==> config.mk <==
export PLATFORM = sky130hd
export DESIGN_NAME = fetch_unit_flat
export DESIGN_NICKNAME = d
export VERILOG_FILES = /design/src/rtl/fetch_unit_pkg.sv /design/src/rtl/fetch_unit_if.sv /design/src/rtl/fetch_fifo.sv /design/src/rtl/fetch_unit.sv /design/src/flat_wrapper.sv
export SDC_FILE = /design/constraint.sdc
export NUM_CORES = 1
export LEC_CHECK = 0
export BUFFER_PORTS_ARGS = -buffer_cell sky130_fd_sc_hd__buf_4
export CORE_MARGIN = 3
export CORE_UTILIZATION = 60
export DETAILED_ROUTE_END_ITERATION = 12
export HOLD_SLACK_MARGIN = 0.05
export PLACE_DENSITY = 0.86
export REMOVE_ABC_BUFFERS = 1
export SLEW_MARGIN = 20
export SYNTH_ARGS = -nofsm -noshare
export SYNTH_HDL_FRONTEND = slang
export SYNTH_SLANG_ARGS = --single-unit
==> constraint.sdc <==
create_clock -name clk -period 5.3 [get_ports clk]
set_input_delay 0 -clock clk [delete_from_list [all_inputs] [get_ports clk]]
set_output_delay 0 -clock clk [all_outputs]
set_load 0.005 [all_outputs]
==> src/rtl/fetch_unit_pkg.sv <==
// Shared definitions for the instruction fetch unit: word size, PC step,
// default reset PC, FSM state encoding and a PC alignment helper.
package fetch_unit_pkg;

    localparam int unsigned     ILEN             = 32;
    localparam logic [ILEN-1:0] RESET_PC_DEFAULT = 32'h0000_0000;
    localparam logic [ILEN-1:0] PC_STEP          = 32'd4;

    typedef enum logic {
        ST_REQ  = 1'b0,
        ST_WAIT = 1'b1
    } fetch_state_t;

    // Force a PC onto a word boundary.
    function automatic logic [ILEN-1:0] align_pc(input logic [ILEN-1:0] pc);
        return pc & ~{{(ILEN-2){1'b0}}, 2'b11};
    endfunction

endpackage

==> src/rtl/fetch_unit_if.sv <==
// Bus bundle for the fetch unit: instruction-memory request/response,
// redirect input and the decoder-facing instruction handshake.
//   master : fetch unit side
//   slave  : memory / decoder / branch-unit side
interface fetch_unit_if;
    import fetch_unit_pkg::*;

    logic            imem_req;
    logic [ILEN-1:0] imem_addr;
    logic            imem_ready;
    logic            imem_rvalid;
    logic [ILEN-1:0] imem_rdata;
    logic            redirect_valid;
    logic [ILEN-1:0] redirect_pc;
    logic            instr_valid;
    logic [ILEN-1:0] instr;
    logic [ILEN-1:0] instr_pc;
    logic            instr_ready;

    modport master (
        output imem_req, imem_addr, instr_valid, instr, instr_pc,
        input  imem_ready, imem_rvalid, imem_rdata, redirect_valid,
               redirect_pc, instr_ready
    );

    modport slave (
        input  imem_req, imem_addr, instr_valid, instr, instr_pc,
        output imem_ready, imem_rvalid, imem_rdata, redirect_valid,
               redirect_pc, instr_ready
    );

endinterface

==> src/rtl/fetch_fifo.sv <==
// Two-entry in-order buffer of {pc, instr} fetch results.
//   clk, rst_n : clock, async active-low reset
//   flush      : empties the buffer (takes priority over push/pop)
//   push/data  : write to tail
//   pop        : advance head
//   head       : oldest entry
//   count      : occupancy 0..2
module fetch_fifo
    import fetch_unit_pkg::*;
#(
    parameter int unsigned WIDTH = 2 * ILEN
) (
    input  logic             clk,
    input  logic             rst_n,
    input  logic             flush,
    input  logic             push,
    input  logic [WIDTH-1:0] push_data,
    input  logic             pop,
    output logic [WIDTH-1:0] head,
    output logic [1:0]       count
);

    logic [WIDTH-1:0] mem [2];
    logic             rd_ptr;
    logic             wr_ptr;
    logic             do_push;
    logic             do_pop;

    assign do_pop  = pop && (count != 2'd0);
    // A full buffer can still accept a push in the same cycle it pops.
    assign do_push = push && ((count != 2'd2) || do_pop);
    assign head    = mem[rd_ptr];

    always_ff @(posedge clk or negedge rst_n) begin
        if (!rst_n) begin
            mem[0] <= '0;
            mem[1] <= '0;
            rd_ptr <= 1'b0;
            wr_ptr <= 1'b0;
            count  <= 2'd0;
        end else if (flush) begin
            rd_ptr <= 1'b0;
            wr_ptr <= 1'b0;
            count  <= 2'd0;
        end else begin
            if (do_push) begin
                mem[wr_ptr] <= push_data;
                wr_ptr      <= ~wr_ptr;
            end
            if (do_pop) begin
                rd_ptr <= ~rd_ptr;
            end
            count <= count + {1'b0, do_push} - {1'b0, do_pop};
        end
    end

endmodule

==> src/rtl/fetch_unit.sv <==
// Instruction fetch unit: issues word fetches, keeps at most one request
// outstanding, buffers up to two responses and handles redirects.
//   clk, rst_n : clock, async active-low reset
//   bus        : fetch_unit_if.master (imem request/response, redirect,
//                decoder handshake)
//
// state   | meaning
// --------+------------------------------------------------------------
// ST_REQ  | nothing outstanding; imem_req raised whenever buffer has room
// ST_WAIT | one request accepted, awaiting imem_rvalid
module fetch_unit
    import fetch_unit_pkg::*;
#(
    parameter logic [ILEN-1:0] RESET_PC = RESET_PC_DEFAULT
) (
    input logic         clk,
    input logic         rst_n,
    fetch_unit_if.master bus
);

    fetch_state_t      state;
    logic              run;
    logic              discard;
    logic [ILEN-1:0]   fetch_pc;
    logic [ILEN-1:0]   req_pc;
    logic [1:0]        count;
    logic [2*ILEN-1:0] head;
    logic              outstanding;
    logic              rsp;
    logic              hs;
    logic              redirect;
    logic              buf_valid;
    logic              pop;
    logic              push;
    logic              room;

    assign outstanding = (state == ST_WAIT);
    assign rsp         = bus.imem_rvalid && outstanding;
    assign redirect    = bus.redirect_valid;
    assign buf_valid   = (count != 2'd0);
    assign pop         = buf_valid && bus.instr_ready && !redirect;
    assign push        = rsp && !discard && !redirect;

    // The outstanding request still counts while its response returns, so
    // a slot is reserved for it; a pop this cycle frees one.
    assign room = ({1'b0, count} + {2'b00, outstanding} - {2'b00, pop}) < 3'd2;

    // Request is combinational so a new fetch can issue in the same cycle
    // the previous response lands, sustaining one instruction per cycle.
    assign bus.imem_req  = run && (!outstanding || bus.imem_rvalid) && room;
    assign bus.imem_addr = fetch_pc;
    assign hs            = bus.imem_req && bus.imem_ready;

    always_ff @(posedge clk or negedge rst_n) begin
        if (!rst_n) begin
            state    <= ST_REQ;
            run      <= 1'b0;
            discard  <= 1'b0;
            fetch_pc <= RESET_PC;
            req_pc   <= '0;
        end else begin
            run <= 1'b1;

            case (state)
                ST_REQ:  if (hs)          state <= ST_WAIT;
                ST_WAIT: if (rsp && !hs)  state <= ST_REQ;
                default:                  state <= ST_REQ;
            endcase

            if (hs) begin
                req_pc <= fetch_pc;
            end

            if (redirect) begin
                fetch_pc <= align_pc(bus.redirect_pc);
            end else if (hs) begin
                fetch_pc <= fetch_pc + PC_STEP;
            end

            // Only one request can be in flight, so the flag covers exactly
            // the request left behind by the redirect (if any).
            if (redirect) begin
                discard <= hs || (outstanding && !rsp);
            end else if (rsp) begin
                discard <= 1'b0;
            end
        end
    end

    fetch_fifo #(.WIDTH(2 * ILEN)) u_fifo (
        .clk       (clk),
        .rst_n     (rst_n),
        .flush     (redirect),
        .push      (push),
        .push_data ({req_pc, bus.imem_rdata}),
        .pop       (pop),
        .head      (head),
        .count     (count)
    );

    assign bus.instr_valid = buf_valid;
    assign bus.instr       = head[ILEN-1:0];
    assign bus.instr_pc    = head[2*ILEN-1:ILEN];

endmodule

==> src/flat_wrapper.sv <==
// flat-port wrapper written by rule: the top's interface ports become plain ports
module fetch_unit_flat import fetch_unit_pkg::*;
#(
    parameter logic [ILEN-1:0] RESET_PC = RESET_PC_DEFAULT
)
  (clk, rst_n, bus_imem_req, bus_imem_addr, bus_instr_valid, bus_instr, bus_instr_pc, bus_imem_ready, bus_imem_rvalid, bus_imem_rdata, bus_redirect_valid, bus_redirect_pc, bus_instr_ready);
  fetch_unit_if bus_i ();
  input logic clk;
  input logic rst_n;
  output wire logic [$bits(bus_i.imem_req)-1:0] bus_imem_req;
  output wire logic [$bits(bus_i.imem_addr)-1:0] bus_imem_addr;
  output wire logic [$bits(bus_i.instr_valid)-1:0] bus_instr_valid;
  output wire logic [$bits(bus_i.instr)-1:0] bus_instr;
  output wire logic [$bits(bus_i.instr_pc)-1:0] bus_instr_pc;
  input wire logic [$bits(bus_i.imem_ready)-1:0] bus_imem_ready;
  input wire logic [$bits(bus_i.imem_rvalid)-1:0] bus_imem_rvalid;
  input wire logic [$bits(bus_i.imem_rdata)-1:0] bus_imem_rdata;
  input wire logic [$bits(bus_i.redirect_valid)-1:0] bus_redirect_valid;
  input wire logic [$bits(bus_i.redirect_pc)-1:0] bus_redirect_pc;
  input wire logic [$bits(bus_i.instr_ready)-1:0] bus_instr_ready;
  assign bus_imem_req = bus_i.imem_req;
  assign bus_imem_addr = bus_i.imem_addr;
  assign bus_instr_valid = bus_i.instr_valid;
  assign bus_instr = bus_i.instr;
  assign bus_instr_pc = bus_i.instr_pc;
  assign bus_i.imem_ready = bus_imem_ready;
  assign bus_i.imem_rvalid = bus_imem_rvalid;
  assign bus_i.imem_rdata = bus_imem_rdata;
  assign bus_i.redirect_valid = bus_redirect_valid;
  assign bus_i.redirect_pc = bus_redirect_pc;
  assign bus_i.instr_ready = bus_instr_ready;
  fetch_unit #(.RESET_PC(RESET_PC)) u_core (.clk(clk), .rst_n(rst_n), .bus(bus_i));
endmodule
Yosys cells after proc, flatten, opt, wreduce, memory -nomap -nowiden. Cells that the tools add are included.

Register bits: 199. Output and inout port bits: 98. Logic and storage cells: 71.

$add $sub $neg: 5. Magnitude comparators: 4. Equality and inequality tests: 1. Multiplexer cells: 18. Bitwise operators: 6. Reductions and logical operators: 27.

Operator list (number): $mux W64 (4); $bwmux W128 (1); $demux W64 S1 (1); $mux W32 (2); $add A32 B3 Y32 const B (1); $logic_and A1 B1 Y1 (13); $reduce_bool A2 Y1 (5); $mux W1 (8); $logic_not A1 Y1 (5); $ge A2 B2 Y1 const B (2); $not A1 Y1 (4); $not A1 Y2 (2); $add A2 B1 Y3 (1); $logic_or A1 B1 Y1 (3); $lt A3 B2 Y1 const B (1); $sub A3 B1 Y3 (1); $add A2 B1 Y2 (1); $lt A2 B1 Y1 const B (1); $mux W2 (1); $ne A2 B2 Y1 const B (1); $pmux W1 S2 (1); $reduce_and A2 Y1 (1); $sub A2 B1 Y2 (1).

Longest topological paths before layout. Gate-level depths: netlist of the first run.

Word-level depth: 11. Mapped depth: 13.

Cells and area by module. Synthesis of the first run repeated with hierarchy kept, for this count alone.

Cell total of the unflattened synthesis: 643. Area, all modules: 9042.4 um^2.

Modules (own cells, without submodules): fetch_fifo (times used 1, cells each 363, area an instance 5969.5 um^2, sequential area each 3303.2 um^2); fetch_unit (times used 1, cells each 280, area an instance 3072.9 um^2, sequential area each 1576.5 um^2).

Least setup slack after synthesis of the first run. OpenSTA, ideal clock, no wires.

Path type: register to register. Start point: reg u_core.u_fifo.count[1]. End point: reg u_core.fetch_pc[26] (netlist: u_core.bus.imem_addr[26]). Setup time: 0.082 ns. Arrival: 2.923 ns. Required time: 5.218 ns. Slack: 2.295 ns. Cell stages (with the launch flop): 12. Path buffers: 0. Cell sequence: dfrtp_1 -> or2_2 -> nand2_1 -> nor2_1 -> ha_1 -> nand2b_1 -> fa_1 -> nand2_1 -> nor4_4 -> nand4_1 -> or3_1 -> a31oi_1.

Word-level cells in the longest chain between the ends: 8.

RTL lines: start: declaration (line fetch_fifo.sv:20) `output logic [1:0] count`; start signal: assignment (line fetch_fifo.sv:53) `count <= count + {1'b0, do_push} - {1'b0, do_pop};`; $reduce_bool A2 Y1 (line fetch_unit.sv:40) `assign buf_valid = (count != 2'd0);`; named net bus_instr_valid (line flat_wrapper.sv:12) `output wire logic [$bits(bus_i.instr_valid)-1:0] bus_instr_valid;`; $logic_and A1 B1 Y1 (2 in a row) (line fetch_unit.sv:41) `assign pop = buf_valid && bus.instr_ready && !redirect;`; $sub A3 B1 Y3 (line fetch_unit.sv:46) `assign room = ({1'b0, count} + {2'b00, outstanding} - {2'b00, pop}) < 3'd2;`; $lt A3 B2 Y1 (line fetch_unit.sv:46); $logic_and A1 B1 Y1 (line fetch_unit.sv:50) `assign bus.imem_req = run && (!outstanding || bus.imem_rvalid) && room;`; $logic_and A1 B1 Y1 (line fetch_unit.sv:52) `assign hs = bus.imem_req && bus.imem_ready;`; $reduce_bool A2 Y1 (no line); end signal: assignment (line fetch_unit.sv:75) `fetch_pc <= align_pc(bus.redirect_pc);`; end signal: assignment (line fetch_unit.sv:77) `fetch_pc <= fetch_pc + PC_STEP;`; end: declaration (line fetch_unit.sv:24) `logic [ILEN-1:0] fetch_pc;`.

The timed path passes the listed nets, and every way through them passes these cells. A chain may end at the register's enable or synchronous reset.

Worst setup path after layout of the first run.
Start point: reg u_core.u_fifo.count[1]. End point: reg u_core.fetch_pc[31] (netlist: u_core.bus.imem_addr[31]).

Word-level cells in the longest chain between the ends: 8.

RTL lines (line): parallel branches: the longest is 3 deep, another holds $add A2 B1 Y3; $sub A3 B1 Y3 * (fetch_unit.sv:46); $lt A3 B2 Y1 * (fetch_unit.sv:46); $logic_and A1 B1 Y1 * (fetch_unit.sv:50); $logic_and A1 B1 Y1 * (fetch_unit.sv:52); $reduce_bool A2 Y1 (no line) *.

Every way passes the cells marked *.

==> results.yml, run 1 <==
sta:
  fin_ws_ps: 1500
  rsz0062_at_grt: "no"
  setup_tns_ps: 0
  min_period_ps: 3800
  finalClockSkew_ps: 11.7
  whs_ps: 347
  final.period_utilization_pct: 71.6
  drv_slew: 0
  tightest_slew_ps: 852
  max_slew_margin_pct: 42.8
  hold_viol: 0
  setup_violations: 0
  fmax_mhz: 263
power_and_ir_drop:
  clkPwrFrac_pct: 24.7
  switching_power_mw: 1.39
  ir_worst_vdd_uv: 273
  p_int_mw: 3.58
  p_leak_nw: 5.39
  p_comb_share_pct: 30.1
  power_frac_seq_pct: 45.2
  swShare_pct: 27.9
  power_density_mw_per_mm2: 441
clocking:
  cts_root_buf: "clkbuf_16"
  cts_resized: 0
  postCtsSetupBuffers: 0
  cts_hold_repair.buffers: 67
  clk_path_buf_depth: 2
  cts_sinks: 191
  cts_tree: "done"
  clkLatencyLatePin_ps: 430
  htree_levels: 4
  clkTransAtPathRegs_ps: 70
  cts_inserted_buffers: 17
synth:
  netlist-cell-type-count: 47
  synth-edff-count: 0
  post_synth_instance_area_mm2: 0.00870
  yosys_register_bits: 191
  yosys_warnings: 0
  yosys_most_used_dff: "dfrtp_1"
  synthCells: 702
  seq_area_frac_synth_pct: 54.9
  syn_area_per_cell_um2: 12.4
  synthArstFlopShare_pct: 100
detailed_routing:
  drc_errors: 0
  ant_nets: 0
  drtIter0Drc: 364
  via_per_inst: 5.70
  via_count: 6344
  drt_first_pass_iters: 6
  wirelength_um: 21500
  wl_per_cell_um: 19.3
worst_setup_path:
  crit_required_ps: 5640
  critPathLaunchType: "flop"
  cp-end-kind: "flop"
  reg2reg_from: "u_core.u_fifo.count[1]"
  cpMaxStageDelayCell: "and4_1"
  crit_chain: "or2_2, nand2_1, nor2_1, ha_1, nand2b_1, fa_1, xnor2_1, and4_1, buf_4, nand3_1, or3_1, a31oi_1"
  path_class: "reg -> reg"
  critPathMaxStageDelay_ps: 570
  reg2regPathDepth: 12
  path_buf_inv: 1
  cp_top_family: "simple AND/OR/NAND/NOR gates"
  crit_fanout: 24
  cp.arrival_ps: 4140
  r2r_slack_ps: 1500
  r2r-end: "u_core.bus.imem_addr[31]"
floorplan:
  dieWidth_um: 126
  io_pins: 168
  start_util_pct: 62.0
  die-area_mm2: 0.0160
  rows: 43
  design.core.area_mm2: 0.0140
  die_h_um: 126
placed_design:
  place_ws_ps: 1550
  gp_congestion: 0.869
  port_buffers: 161
  dpl.hpwl_um: 13200
hold_path:
  min_to: "u_core.bus.imem_addr[21]"
  holdPathStages: 4
  worstHoldPathType: "in -> reg"
  hp-start: "bus_redirect_pc[21]"
global_route:
  grt_max_degree: 142
  grt_pass1_vias: 6786
  antenna_found_initial: 0
  grt_pass1_wl_um: 34800
  track_usage_pct: 27.5
  gr-total-overflow: 0
cells_and_area:
  layout.nets: 996
  syn2layout_area_growth_pct: 29.5
  final_common_cell: "dfrtp_1"
  drive_above_1_share_pct: 41.6
  final_cell_mix: "dfrtp_1, mux2_2, buf_4"
  diodes: 0
  fin_util_pct: 80.2
outcome:
  status: "completed"
flow_run:
  maxCapViolations: 0
worst max-delay path by stage:
stage | slack (ps) | from | to | depth (start not counted)
floorplan | 1790 | u_core.u_fifo.count[1] | u_core.bus.imem_addr[18] | 11
global placement | 1680 | u_core.u_fifo.count[1] | u_core.bus.imem_addr[31] | 12
detailed placement | 1550 | u_core.u_fifo.count[1] | u_core.bus.imem_addr[31] | 12
CTS | 1540 | u_core.u_fifo.count[1] | u_core.bus.imem_addr[31] | 12
global route | 1310 | u_core.u_fifo.count[1] | u_core.bus.imem_addr[31] | 12
finish | 1500 | u_core.u_fifo.count[1] | u_core.bus.imem_addr[31] | 12
cells in the mapped netlist, types with 6 or more instances:
cell      instances  area [um2]
buf_2            10        50.1
buf_6             6        67.6
clkbuf_1         14        52.6
dfrtp_1         191        4780
mux2_1            9         101
mux2_2          179        2020
nand2_1         120         450
nand3_1          10        50.1
nand4_1          20         125
nor2_1           12        45.0
nor3_1            6        30.0
o21ai_0          28         140
xnor2_1          10        87.6
xor2_1           19         166
power groups by stage:
stage                     registers (mW)  logic (mW)  clock network, mW
after CTS                           2.23        1.49               1.24
final                               2.25        1.49               1.23
after detailed placement            2.25        1.43                  0
after global routing                2.30        1.62               1.31
after global placement              2.20        1.38                  0
after floorplan                     2.16       0.786                  0
final cells by class:
type                            count  area (um2)
Clock buffer                       26         519
Clock inverter                      5        52.6
Fill cell                         796        2770
Inverter                            7        26.3
Multi-Input combinational cell    468        3680
Sequential cell                   191        4780
Tap cell                          180         225
Timing Repair Buffer              236        1980
cell families (layout without fill, tap and decap cells):
family                   after synthesis  in the layout  synth area share [%]
buffers and inverters                 46            274                  2.88
other                                  2              5                0.0863
adder cells (fa/ha/maj)                5              5                 0.805
multiplexers                         189            189                  24.4
flip-flops                           191            191                  54.9
XOR/XNOR                              29             29                  2.92
AND/OR/NAND/NOR                      203            203                  11.4
AO/OA/AOI/OAI                         37             37                  2.53
layer usage:
metal | wire length (um) | up-vias | track usage, % | part of all wire (%)
met1 | 8840 | 3203 | 35.3 | 41
met3 | 1310 | 29 | 6.36 | 6.1
met2 | 11100 | 242 | 47.5 | 51
li1 | - | 2870 | - | -
met5 | 0 | - | 0 | 0
met4 | 330 | 0 | 6.94 | 1.5
registers in the layout (all words and copies together) (netlist names):
| signal | count |
|---|---|
| u_core.u_fifo.mem | 124 |
| u_core.bus.imem_addr | 30 |
| u_core.req_pc | 30 |
| u_core.u_fifo.count | 2 |
| u_core.discard | 1 |
| u_core.outstanding | 1 |
| u_core.run | 1 |
| u_core.u_fifo.rd_ptr | 1 |
| u_core.u_fifo.wr_ptr | 1 |
through the flow:
stage                     total power, mW  std cells  instance area [um2]
after floorplan                      2.95        666                 8490
after global placement               3.58       1012                 9970
after detailed placement             3.69       1012                 9970
after CTS                            4.96       1110                11200
after global routing                 5.23       1113                11300
final                                4.97       1113                11300
worst min-delay path, delay by kind of cell:
kind / cells / cell delay, ps
buf+inv: 2 / 630
compound gates: 1 / 60
simple gates: 1 / 50
(Power assumes the default switching activity.)
==> run 2, diff against run 1 <==
--- a/config.mk
+++ b/config.mk
@@ -7,10 +7,10 @@
 export LEC_CHECK = 0
 export BUFFER_PORTS_ARGS = -buffer_cell sky130_fd_sc_hd__buf_4
 export CORE_MARGIN = 3
-export CORE_UTILIZATION = 60
+export CORE_UTILIZATION = 50
 export DETAILED_ROUTE_END_ITERATION = 12
 export HOLD_SLACK_MARGIN = 0.05
-export PLACE_DENSITY = 0.86
+export PLACE_DENSITY = 0.76
 export REMOVE_ABC_BUFFERS = 1
 export SLEW_MARGIN = 20
 export SYNTH_ARGS = -nofsm -noshare
==> constraint.sdc (replaced) <==
create_clock -name clk -period 3.4 [get_ports clk]
set_input_delay 0 -clock clk [delete_from_list [all_inputs] [get_ports clk]]
set_output_delay 0 -clock clk [all_outputs]
set_load 0.005 [all_outputs]
==> run 2 against run 1 <==
Largest power group unchanged. Cell count is 4.2% higher. Routed wire length is 6.8% lower. Largest cell class unchanged. Final area is 0.84% higher. Count of clock-buffer cells in the layout is 3 lower. Sequential power is 54% higher.
==> results.yml, run 2 (synthesis results as in run 1) <==
floorplan:
  start_util_pct: 51.7
  design.core.area_mm2: 0.0168
  die_h_um: 138
  rows: 47
  io_pins: 168
  dieWidth_um: 138
  die-area_mm2: 0.0190
clocking:
  cts_sinks: 191
  cts_inserted_buffers: 17
  cts_resized: 0
  clkLatencyLatePin_ps: 420
  cts_tree: "done"
  clkTransAtPathRegs_ps: 70
  clk_path_buf_depth: 2
  cts_root_buf: "clkbuf_16"
  htree_levels: 4
sta:
  drv_slew: 0
  rsz0062_at_grt: "no"
  max_slew_margin_pct: 37.1
  hold_viol: 0
  whs_ps: 206
  tightest_slew_ps: 944
  setup_violations: 0
  final.period_utilization_pct: 90.8
  min_period_ps: 3090
  fmax_mhz: 324
  fin_ws_ps: 314
  finalClockSkew_ps: 7.06
placed_design:
  gp_congestion: 0.856
  dpl.hpwl_um: 12700
  place_ws_ps: 315
  port_buffers: 161
worst_setup_path:
  cp.arrival_ps: 3430
  critPathLaunchType: "flop"
  path_class: "reg -> reg"
  reg2reg_from: "u_core.u_fifo.count[0]"
  reg2regPathDepth: 12
  r2r-end: "u_core.bus.imem_addr[6]"
  r2r_slack_ps: 310
  crit_required_ps: 3740
  cp-end-kind: "flop"
  crit_fanout: 15
outcome:
  status: "completed"
cells_and_area:
  fill_cells: 1259
  drive_above_1_share_pct: 42.2
  final_cell_mix: "dfrtp_1, mux2_2, buf_4"
  final_common_cell: "dfrtp_1"
  layout.nets: 1001
  largest_reg_flops: 124
  syn2layout_area_growth_pct: 30.6
  top_register: "u_core.u_fifo.mem"
global_route:
  grt_pass1_wl_um: 31600
  grt_max_degree: 114
  track_usage_pct: 21.2
  antenna_found_initial: 1
  gr-total-overflow: 0
  grt_pass1_vias: 6324
hold_path:
  worstHoldPathType: "in -> reg"
  holdPathStages: 4
  min_to: "u_core.bus.imem_addr[23]"
  hp-start: "bus_redirect_valid"
detailed_routing:
  drtIter0Drc: 262
  wl_per_cell_um: 17.3
  drc_errors: 0
  via_per_inst: 5.25
  via_count: 6085
  ant_nets: 0
  wirelength_um: 20100
  drt_first_pass_iters: 4
power_and_ir_drop:
  total_power_mw: 7.65
  ir_worst_vdd_uv: 383
  power_density_mw_per_mm2: 673
  p_leak_nw: 5.43
flow_run:
  maxCapViolations: 0
## run 2: cell types whose count changed in the layout (fill, tap and decap cells not counted)
cell,before,now
dlygate4sd3_1,68,66
clkinvlp_4,1,2
nand2_4,0,1
buf_12,1,4
clkinv_2,3,4
diode_2,0,1
buf_4,165,170
buf_8,1,0
buf_16,1,0
nand2_2,1,0
clkbuf_8,6,4
inv_6,0,1
clkinv_4,0,1
## run 2: worst max-delay path, cell delays in order (launching register included)
cell and delay, ps:
dfrtp_1 410, or2_2 300, nand2_1 130, nor2_1 60
ha_1 260, nand2b_1 160, fa_1 500, and2_1 140
and4_1 440, buf_12 200, nand4_1 110, xor2_1 170
o21ai_0 150
## run 2: final cells by class
| class | count | area (um2) | area share [%] |
|---|---|---|---|
| flip-flops and latches | 191 | 4780 | 42.1 |
| multi-input cells | 468 | 3690 | 32.4 |
| repair buffers | 241 | 2030 | 17.9 |
| clock buffers | 23 | 478 | 4.21 |
| well taps | 220 | 275 | 2.42 |
| clock inverters | 9 | 82.6 | 0.727 |
| inverters | 7 | 26.3 | 0.231 |
| diodes | 1 | 2.50 | 0.0220 |
## run 2: stage by stage
step / cell area (um2) / utilization, % / cells / setup TNS, ps
final: 11400 / 67.6 / 1160 / 0
after global routing: 11400 / 67.6 / 1160 / 0
after CTS: 11400 / 67.5 / 1159 / 0
after detailed placement: 10100 / 60.3 / 1061 / 0
after global placement: 10100 / 60.3 / 1061 / 0
after floorplan: 8490 / - / 666 / -398
## run 2: worst max-delay path by stage
| stage | from | to | slack (ps) |
|---|---|---|---|
| 3_3_place_gp | u_core.u_fifo.count[0] | u_core.bus.imem_addr[6] | 390 |
| 3_5_place_dp | u_core.u_fifo.count[0] | u_core.bus.imem_addr[29] | 310 |
| 5_1_grt | u_core.u_fifo.count[0] | u_core.bus.imem_addr[11] | 20 |
| 4_1_cts | u_core.u_fifo.count[0] | u_core.bus.imem_addr[6] | 310 |
| 6_report | u_core.u_fifo.count[0] | u_core.bus.imem_addr[6] | 310 |
| 2_1_floorplan | u_core.u_fifo.count[1] | u_core.bus.imem_addr[18] | -110 |
## run 2: where the power goes
part / switching (mW) / internal (mW)
Clock: 0.830 / 1.07
Sequential: 0.449 / 3.01
Combinational: 0.830 / 1.46
## run 2: repair_timing
item                       in CTS  in global routing
setup endpoints to repair       0                  0
hold endpoints to repair      209                  0
hold buffers                   66                  0
buffers inserted                0                  0
## run 2: routing by layer
metal	global-route usage (%)	up-vias	wire length (um)
met5	0	-	0
met4	5.10	0	161
met3	5.19	14	1370
met2	35.6	196	9680
met1	28.1	2992	8860
li1	-	2883	-
==> run 3, diff against run 2 <==
--- a/config.mk
+++ b/config.mk
@@ -11,7 +11,6 @@
 export DETAILED_ROUTE_END_ITERATION = 12
 export HOLD_SLACK_MARGIN = 0.05
 export PLACE_DENSITY = 0.76
-export REMOVE_ABC_BUFFERS = 1
 export SLEW_MARGIN = 20
 export SYNTH_ARGS = -nofsm -noshare
 export SYNTH_HDL_FRONTEND = slang
==> run 3 against run 2 <==
Combinational power about the same. Final area down 0.13%. Routed wire length up 0.76%. Count of clock-buffer cells in the layout down 6. Non-clock buffer count unchanged. Sequential power about the same. Clock power about the same. Largest cell class unchanged.
==> results.yml, run 3 (synthesis results as in run 1) <==
clocking:
  cts_tree: "done"
  cts_sinks: 191
  postCtsSetupBuffers: 0
  cts_root_buf: "clkbuf_16"
  cts_inserted_buffers: 17
  htree_levels: 4
  clkTransAtPathRegs_ps: 70
  clk_path_buf_depth: 2
  clkLatencyLatePin_ps: 430
worst_setup_path:
  cp_top_family: "simple AND/OR/NAND/NOR gates"
  cp-end-kind: "flop"
  path_class: "reg -> reg"
  cp.arrival_ps: 3480
  crit_chain: "or2_2, nand2_1, nor2_1, ha_1, nand2b_1, fa_1, xor2_1, nor4_4, buf_4, nand4_1, xor2_1, o21ai_0"
  cpMaxStageDelayCell: "fa_1"
  crit_fanout: 8
  crit_path_frequent_cell: "xor2_1"
  path_buf_inv: 1
  critPathLaunchType: "flop"
  critPathMaxStageDelay_ps: 420
  crit_required_ps: 3740
detailed_routing:
  via_count: 6216
  ant_nets: 0
  drtIter0Drc: 350
  wl_per_cell_um: 17.5
  drt_first_pass_iters: 5
  via_per_inst: 5.36
  drc_errors: 0
  wirelength_um: 20200
floorplan:
  io_pins: 168
  start_util_pct: 51.7
  rows: 47
  die_h_um: 138
  dieWidth_um: 138
  design.core.area_mm2: 0.0168
  die-area_mm2: 0.0190
cells_and_area:
  fin_cells: 1159
  diodes: 0
  top_register: "u_core.u_fifo.mem"
  syn2layout_area_growth_pct: 30.4
  layout.nets: 1001
  finalInstanceArea_mm2: 0.0113
  final_cell_mix: "dfrtp_1, mux2_2, buf_4"
  final_common_cell: "dfrtp_1"
  fill_cells: 1215
  drive_above_1_share_pct: 42.5
  fin_util_pct: 67.5
  largest_reg_flops: 124
global_route:
  grt_max_degree: 101
  busiest_layer: "met2"
  grt_pass1_vias: 6355
  antenna_found_initial: 0
  gr-total-overflow: 0
  grt_util_met3_pct: 6.68
  track_usage_pct: 21.9
  grt_util_met2_pct: 37.1
  gr-usage-met1_pct: 27.6
  grt_pass1_wl_um: 32400
placed_design:
  dp_cells: 1061
  gp_congestion: 0.853
  dpl.hpwl_um: 13100
  port_buffers: 161
  place_area_mm2: 0.0101
outcome:
  status: "completed"
sta:
  tightest_slew_ps: 932
  final.period_utilization_pct: 92.4
  hold_viol: 0
  fmax_mhz: 318
  max_slew_margin_pct: 37.9
  finalClockSkew_ps: 10.5
  rsz0062_at_grt: "no"
  setup_violations: 0
  setup_tns_ps: 0
  drv_slew: 0
  min_period_ps: 3140
hold_path:
  worstHoldPathType: "in -> reg"
power_and_ir_drop:
  p_leak_nw: 5.42
  power_density_mw_per_mm2: 677
  total_power_mw: 7.68
  ir_worst_vdd_uv: 407
flow_run:
  maxCapViolations: 0
## run 3: cell count changes in the layout (fill, tap and decap cells not counted)
cell | before | now
diode_2 | 1 | 0
buf_12 | 4 | 3
inv_6 | 1 | 5
clkinv_2 | 4 | 3
buf_4 | 170 | 171
clkbuf_1 | 3 | 0
clkinvlp_4 | 2 | 5
clkbuf_8 | 4 | 1
## run 3: stage by stage
stage / hold WS, ps / setup WS [ps]
final: 176 / 258
after global routing: 212 / 5.29
after detailed placement: 154 / 253
after CTS: 154 / 225
after global placement: 151 / 349
after floorplan: -296 / 395
## run 3: timing repair
action / CTS / global route
resized for setup: 0 / 0
hold buffers: 66 / 0
hold endpoints to repair: 196 / 0
setup endpoints to repair: 0 / 2
## run 3: power breakdown
group | leakage [nW] | total, mW | internal (mW) | switching, mW
clock network | 0.263 | 1.91 | 1.02 | 0.897
logic | 2.72 | 2.30 | 1.46 | 0.842
registers | 2.43 | 3.47 | 3.01 | 0.453
## run 3: area by class of cell
cell class,instances,area [um2],share of cell area [%]
Sequential cell,191,4780,42.1
Multi-Input combinational cell,468,3690,32.5
Timing Repair Buffer,241,2020,17.8
Clock buffer,17,425,3.75
Tap cell,220,275,2.43
Clock inverter,15,135,1.19
Inverter,7,26.3,0.232
## run 3: final timing paths
kind,depth (start not counted),slack (ps),start,endpoint
worst max-delay path,12,260,u_core.u_fifo.count[0],u_core.bus.imem_addr[20]
worst min-delay path,3,180,bus_redirect_valid,u_core.u_fifo.rd_ptr
worst max register to register,12,260,u_core.u_fifo.count[0],u_core.bus.imem_addr[20]
worst min register to register,1,490,u_core.u_fifo.mem[125],u_core.u_fifo.mem[125]
max in group asynchronous,3,2280,rst_n,u_core.u_fifo.mem[93]
min in group asynchronous,2,240,rst_n,u_core.u_fifo.mem[4]
## run 3: routing by layer
metal | routed length (um) | vias to the layer above | part of all wire [%]
met4 | 259 | 0 | 1.3
met3 | 1430 | 23 | 7.1
met2 | 9760 | 185 | 48
met5 | 0 | - | 0
li1 | - | 2898 | -
met1 | 8780 | 3110 | 43
## run 3: tightest hold or removal path: cells and delay by family
| kind | cells | cell delay [ps] |
|---|---|---|
| AND/OR/NAND/NOR | 1 | 150 |
| buffers and inverters | 2 | 410 |
